File: src/rtl/load_data_ext_if.sv
// Load-extension bus: memory-side request (word, funct3, offset, valid) and
// the registered write-back result with its status flags.
interface load_data_ext_if;
    localparam int unsigned DATA_W = 32;

    logic [DATA_W-1:0] fromMem;
    logic [2:0]        funct3;
    logic [1:0]        addrOff;
    logic              loadValid;
    logic [DATA_W-1:0] dataIn;
    logic              dataValid;
    logic              misaligned;
    logic              illegal;

    modport master (
        output fromMem, funct3, addrOff, loadValid,
        input  dataIn, dataValid, misaligned, illegal
    );

    modport slave (
        input  fromMem, funct3, addrOff, loadValid,
        output dataIn, dataValid, misaligned, illegal
    );
endinterface

File: src/rtl/load_data_ext.sv
// Load-data extension: selects byte/halfword/word from the memory read word,
// sign- or zero-extends it, and registers it with valid/misaligned/illegal flags.
module load_data_ext (
    input logic            clk,
    input logic            rst_n,
    load_data_ext_if.slave bus
);
    localparam int unsigned DATA_W = 32;
    localparam int unsigned BYTE_W = 8;
    localparam int unsigned HALF_W = 16;

    localparam logic [2:0] F3_LB  = 3'b000;
    localparam logic [2:0] F3_LH  = 3'b001;
    localparam logic [2:0] F3_LW  = 3'b010;
    localparam logic [2:0] F3_LBU = 3'b100;
    localparam logic [2:0] F3_LHU = 3'b101;

    logic [BYTE_W-1:0] byte_sel;
    logic [HALF_W-1:0] half_sel;
    logic [DATA_W-1:0] ext_data;
    logic              mis_c;
    logic              ill_c;

    // Lane selection from the byte offset
    always_comb begin
        byte_sel = bus.fromMem[7:0];
        unique case (bus.addrOff)
            2'd0: byte_sel = bus.fromMem[7:0];
            2'd1: byte_sel = bus.fromMem[15:8];
            2'd2: byte_sel = bus.fromMem[23:16];
            2'd3: byte_sel = bus.fromMem[31:24];
            default: byte_sel = bus.fromMem[7:0];
        endcase
        half_sel = bus.addrOff[1] ? bus.fromMem[31:16] : bus.fromMem[15:0];
    end

    // Extension and fault classification; faulting accesses return zero
    always_comb begin
        ext_data = '0;
        mis_c    = 1'b0;
        ill_c    = 1'b0;
        case (bus.funct3)
            F3_LB:  ext_data = {{(DATA_W-BYTE_W){byte_sel[BYTE_W-1]}}, byte_sel};
            F3_LBU: ext_data = {{(DATA_W-BYTE_W){1'b0}}, byte_sel};
            F3_LH: begin
                if (bus.addrOff[0]) mis_c = 1'b1;
                else ext_data = {{(DATA_W-HALF_W){half_sel[HALF_W-1]}}, half_sel};
            end
            F3_LHU: begin
                if (bus.addrOff[0]) mis_c = 1'b1;
                else ext_data = {{(DATA_W-HALF_W){1'b0}}, half_sel};
            end
            F3_LW: begin
                if (bus.addrOff != 2'b00) mis_c = 1'b1;
                else ext_data = bus.fromMem;
            end
            default: ill_c = 1'b1;
        endcase
    end

    // Output register; dataIn holds across idle cycles
    always_ff @(posedge clk or negedge rst_n) begin
        if (!rst_n) begin
            bus.dataIn     <= '0;
            bus.dataValid  <= 1'b0;
            bus.misaligned <= 1'b0;
            bus.illegal    <= 1'b0;
        end else if (bus.loadValid) begin
            bus.dataIn     <= ext_data;
            bus.dataValid  <= 1'b1;
            bus.misaligned <= mis_c;
            bus.illegal    <= ill_c;
        end else begin
            bus.dataValid  <= 1'b0;
            bus.misaligned <= 1'b0;
            bus.illegal    <= 1'b0;
        end
    end
endmodule

File: src/flat_wrapper.sv
// flat-port wrapper written by rule: the top's interface ports become plain ports
module load_data_ext_flat 
  (clk, rst_n, bus_fromMem, bus_funct3, bus_addrOff, bus_loadValid, bus_dataIn, bus_dataValid, bus_misaligned, bus_illegal);
  load_data_ext_if bus_i ();
  input logic clk;
  input logic rst_n;
  input wire logic [$bits(bus_i.fromMem)-1:0] bus_fromMem;
  input wire logic [$bits(bus_i.funct3)-1:0] bus_funct3;
  input wire logic [$bits(bus_i.addrOff)-1:0] bus_addrOff;
  input wire logic [$bits(bus_i.loadValid)-1:0] bus_loadValid;
  output wire logic [$bits(bus_i.dataIn)-1:0] bus_dataIn;
  output wire logic [$bits(bus_i.dataValid)-1:0] bus_dataValid;
  output wire logic [$bits(bus_i.misaligned)-1:0] bus_misaligned;
  output wire logic [$bits(bus_i.illegal)-1:0] bus_illegal;
  assign bus_i.fromMem = bus_fromMem;
  assign bus_i.funct3 = bus_funct3;
  assign bus_i.addrOff = bus_addrOff;
  assign bus_i.loadValid = bus_loadValid;
  assign bus_dataIn = bus_i.dataIn;
  assign bus_dataValid = bus_i.dataValid;
  assign bus_misaligned = bus_i.misaligned;
  assign bus_illegal = bus_i.illegal;
  load_data_ext u_core (.clk(clk), .rst_n(rst_n), .bus(bus_i));
endmodule
File: config.mk
export PLATFORM = sky130hd
export DESIGN_NAME = load_data_ext_flat
export DESIGN_NICKNAME = d
export VERILOG_FILES = /design/src/rtl/load_data_ext_if.sv /design/src/rtl/load_data_ext.sv /design/src/flat_wrapper.sv
export SDC_FILE = /design/constraint.sdc
export NUM_CORES = 1
export LEC_CHECK = 0
export ABC_CLOCK_PERIOD_IN_PS = 800
export CAP_MARGIN = 25
export CORE_ASPECT_RATIO = 1.75
export CORE_MARGIN = 2
export CORE_UTILIZATION = 39
export DETAILED_ROUTE_END_ITERATION = 6
export HOLD_SLACK_MARGIN = 0.02
export PLACE_DENSITY = 0.77
export SLEW_MARGIN = 20
export SYNTH_ARGS = -nofsm -noshare
export SYNTH_HDL_FRONTEND = slang
export SYNTH_SLANG_ARGS = --single-unit
File: constraint.sdc
create_clock -name clk -period 0.8 [get_ports clk]
set_input_delay 0.12 -clock clk [delete_from_list [all_inputs] [get_ports clk]]
set_output_delay 0.12 -clock clk [all_outputs]
set_load 0.03 [all_outputs]
==> impl_metrics.ini <==
[place]
preCtsSetupSlack_ps = -1170
place_area_sq_um = 2800
dpl.hpwl_mm = 4.19
place_congestion = 0.897
portBuffers = 74

[pwr]
p_int_uw = 3400
p_clk_share_pct = 25.1
power_density_nw_per_um2 = 1370
switching_share_pct = 32.0
seqPwrFrac_pct = 39.5
ir_worst_vdd_mv = 1.20
p_leak_uw = 0.00187
switchingPower_uw = 1600
p_comb_share_pct = 35.4
power_uw = 5000

[synthesis]
synth_warnings = 0
ys_seq_area_share_pct = 47.6
syn_nets = 217
syn_area_per_cell_sq_um = 10.4
synthCells = 177
syn_area_sq_um = 1840
synth_cell_types = 31
ys_seq_elements = 35

[setup_path]
worstPathRequired_ps = 980
worstPathArrival_ps = 1370
path_max_fanout = 8
cp-end-kind = flip-flop
cp-startpoint = bus_addrOff[1]
r2r_start = u_core.bus.dataIn[29]
critical_path_class = in -> reg
cp-start-kind = input port

[cts]
clkLatencyLatePin_ps = 280
clockRootBuffer = clkbuf_8
ctsLongestPathBuffers = 2
cts_tree = done
numClockSinks = 35
clk_pin_slew_ps = 80
cts_buffers = 5
htree_levels = 2
hold_buffers = 0

[global_route]
grt_start_max_net_pins = 36
antenna_found_initial = 0
grtUsageTotal_pct = 26.2
grt_pass1_wl_mm = 10.7
gr-total-overflow = 0
grt_pass1_vias = 2127

[detailed_routing]
ant_nets = 0
drc_errors = 0
vias = 2192
wl_per_cell_um = 21.8
totalWireLength_mm = 7.99
first_pass_iters = 4
routed_via_density = 5.99
drt-initial-drc-count = 93

[sta]
setup_violations = 68
slew_headroom_pct = 78.2
final_hold_viol_count = 0
timing.final.ws_setup_ps = -390
skew_ps = 0
worst_pin_slew_ps = 327
period_minus_slack_ps = 1190
fmax_ghz = 0.840
post-route-period-util_pct = 149
rsz0062_at_grt = true
maxSlewViolCount = 0
tns_ps = -15140

[die]
fp.dieH_um = 94.8
ioPinCount = 75
die-area_sq_um = 5300
die_x_um = 55.9
core_sq_um = 4620
start_util_pct = 39.8
rows = 33

[layout]
fin_area_sq_um = 3650
drive_gt1_share_pct = 54.5
diodes = 0
nets = 353
area_growth_pct = 98.7

[hold_path]
min-delay-path-class = in -> reg
min_from = bus_fromMem[7]

[run_status]
violations = negative setup slack
status = complete, but fails checks

[job]
drv_cap = 0
## metal layers
metal	wire length, um	track usage, %	up-vias
met5	0	0	-
met4	524	15.1	0
met3	383	4.25	39
met2	4140	45.1	123
met1	2940	30.6	1076
li1	-	-	954
## state kept, by name (all words and copies together), names as in the netlist
signal and flops:
u_core.bus.dataIn 32, u_core.bus.misaligned 1, u_core.bus.illegal 1, u_core.bus.dataValid 1
## power groups by stage
stage	Combinational [uW]	Sequential [uW]	Clock [uW]
2_1_floorplan	341	2210	0
3_3_place_gp	1240	1980	0
3_5_place_dp	1260	1980	0
4_1_cts	1500	1970	1250
5_1_grt	1840	1980	1340
6_report	1770	1970	1250
## area by class of cell
class | instances | area (sq um)
repair buffers | 139 | 1390
multi-input cells | 130 | 1230
fillers | 266 | 970
flip-flops and latches | 35 | 876
clock buffers | 7 | 76.3
well taps | 52 | 65.1
inverters | 2 | 13.8
clock inverters | 1 | 5.00
## worst max-delay path: stages
cell and delay, ps:
buf_8 80, mux4_2 500, nor2b_4 150, o211a_4 270
a211o_1 250
## Yosys cell counts
cell type | count | area share (%)
dfrtp_1 | 35 | 48
a211o_1 | 16 | 7.6
and3_1 | 16 | 5.4
nor2b_1 | 13 | 4.4
clkbuf_1 | 11 | 2.2
nor2_1 | 10 | 2.0
a21oi_1 | 9 | 2.4
a22oi_1 | 9 | 3.7
o21ai_0 | 8 | 2.2
a21boi_0 | 7 | 2.9
o22a_1 | 7 | 3.3
o2bb2ai_1 | 7 | 3.3
a31oi_1 | 5 | 1.7
mux2i_1 | 4 | 2.2
nand2_1 | 3 | 0.61
buf_6 | 2 | 1.2
a211oi_1 | 1 | 0.41
a221oi_1 | 1 | 0.48
and2_1 | 1 | 0.34
clkinv_1 | 1 | 0.20
inv_1 | 1 | 0.20
mux4_2 | 1 | 1.2
nand2b_1 | 1 | 0.34
nand3_1 | 1 | 0.27
nor2b_4 | 1 | 0.75
nor3_1 | 1 | 0.27
nor3b_1 | 1 | 0.41
o211a_4 | 1 | 0.95
o21a_1 | 1 | 0.41
or2_2 | 1 | 0.34
or3b_2 | 1 | 0.48
## placed cells by master, fill, tap and decap left out, drive strengths merged, types with 7 or more instances in the layout
cell type,Yosys,layout
a21boi,7,7
o22a,7,7
a22oi,9,9
a21oi,9,9
o21ai,8,8
o2bb2ai,7,7
dlygate4sd2,0,23
a211o,16,16
nor2,10,10
and3,16,16
buf,2,109
clkbuf,11,8
nor2b,14,14
dfrtp,35,35
## cells by family after synthesis
| family | synth area share [%] |
|---|---|
| and+or+nand+nor | 15.7 |
| buffers and inverters | 3.88 |
| muxes | 3.40 |
| DFF | 47.6 |
| AOI/OAI and AO/OA | 29.4 |
## path summary, 6_finish.rpt
kind	slack, ps	endpoint	cells after the start
worst max-delay path	-390	u_core.bus.dataIn[27]	5
worst min-delay path	100	u_core.bus.dataIn[7]	3
worst max register to register	-140	u_core.bus.dataIn[29]	2
worst min register to register	520	u_core.bus.dataIn[1]	1
max in group asynchronous	410	u_core.bus.dataIn[17]	2
min in group asynchronous	200	u_core.bus.dataIn[1]	2
## through the flow
| step | util, % | hold WS (ps) | std cells |
|---|---|---|---|
| after floorplan | - | -176 | 177 |
| after global placement | 60.6 | 478 | 321 |
| after detailed placement | 60.6 | 478 | 321 |
| after CTS | 72.3 | 86.0 | 351 |
| after global routing | 79.0 | 102 | 366 |
| final | 79.0 | 95.6 | 366 |
## what timing repair did
item,CTS,global route
gates cloned,4,1
setup endpoints to repair,69,69
resized for setup,163,54
pin swaps,22,17
setup buffers,18,15
(Power assumes the default switching activity.)
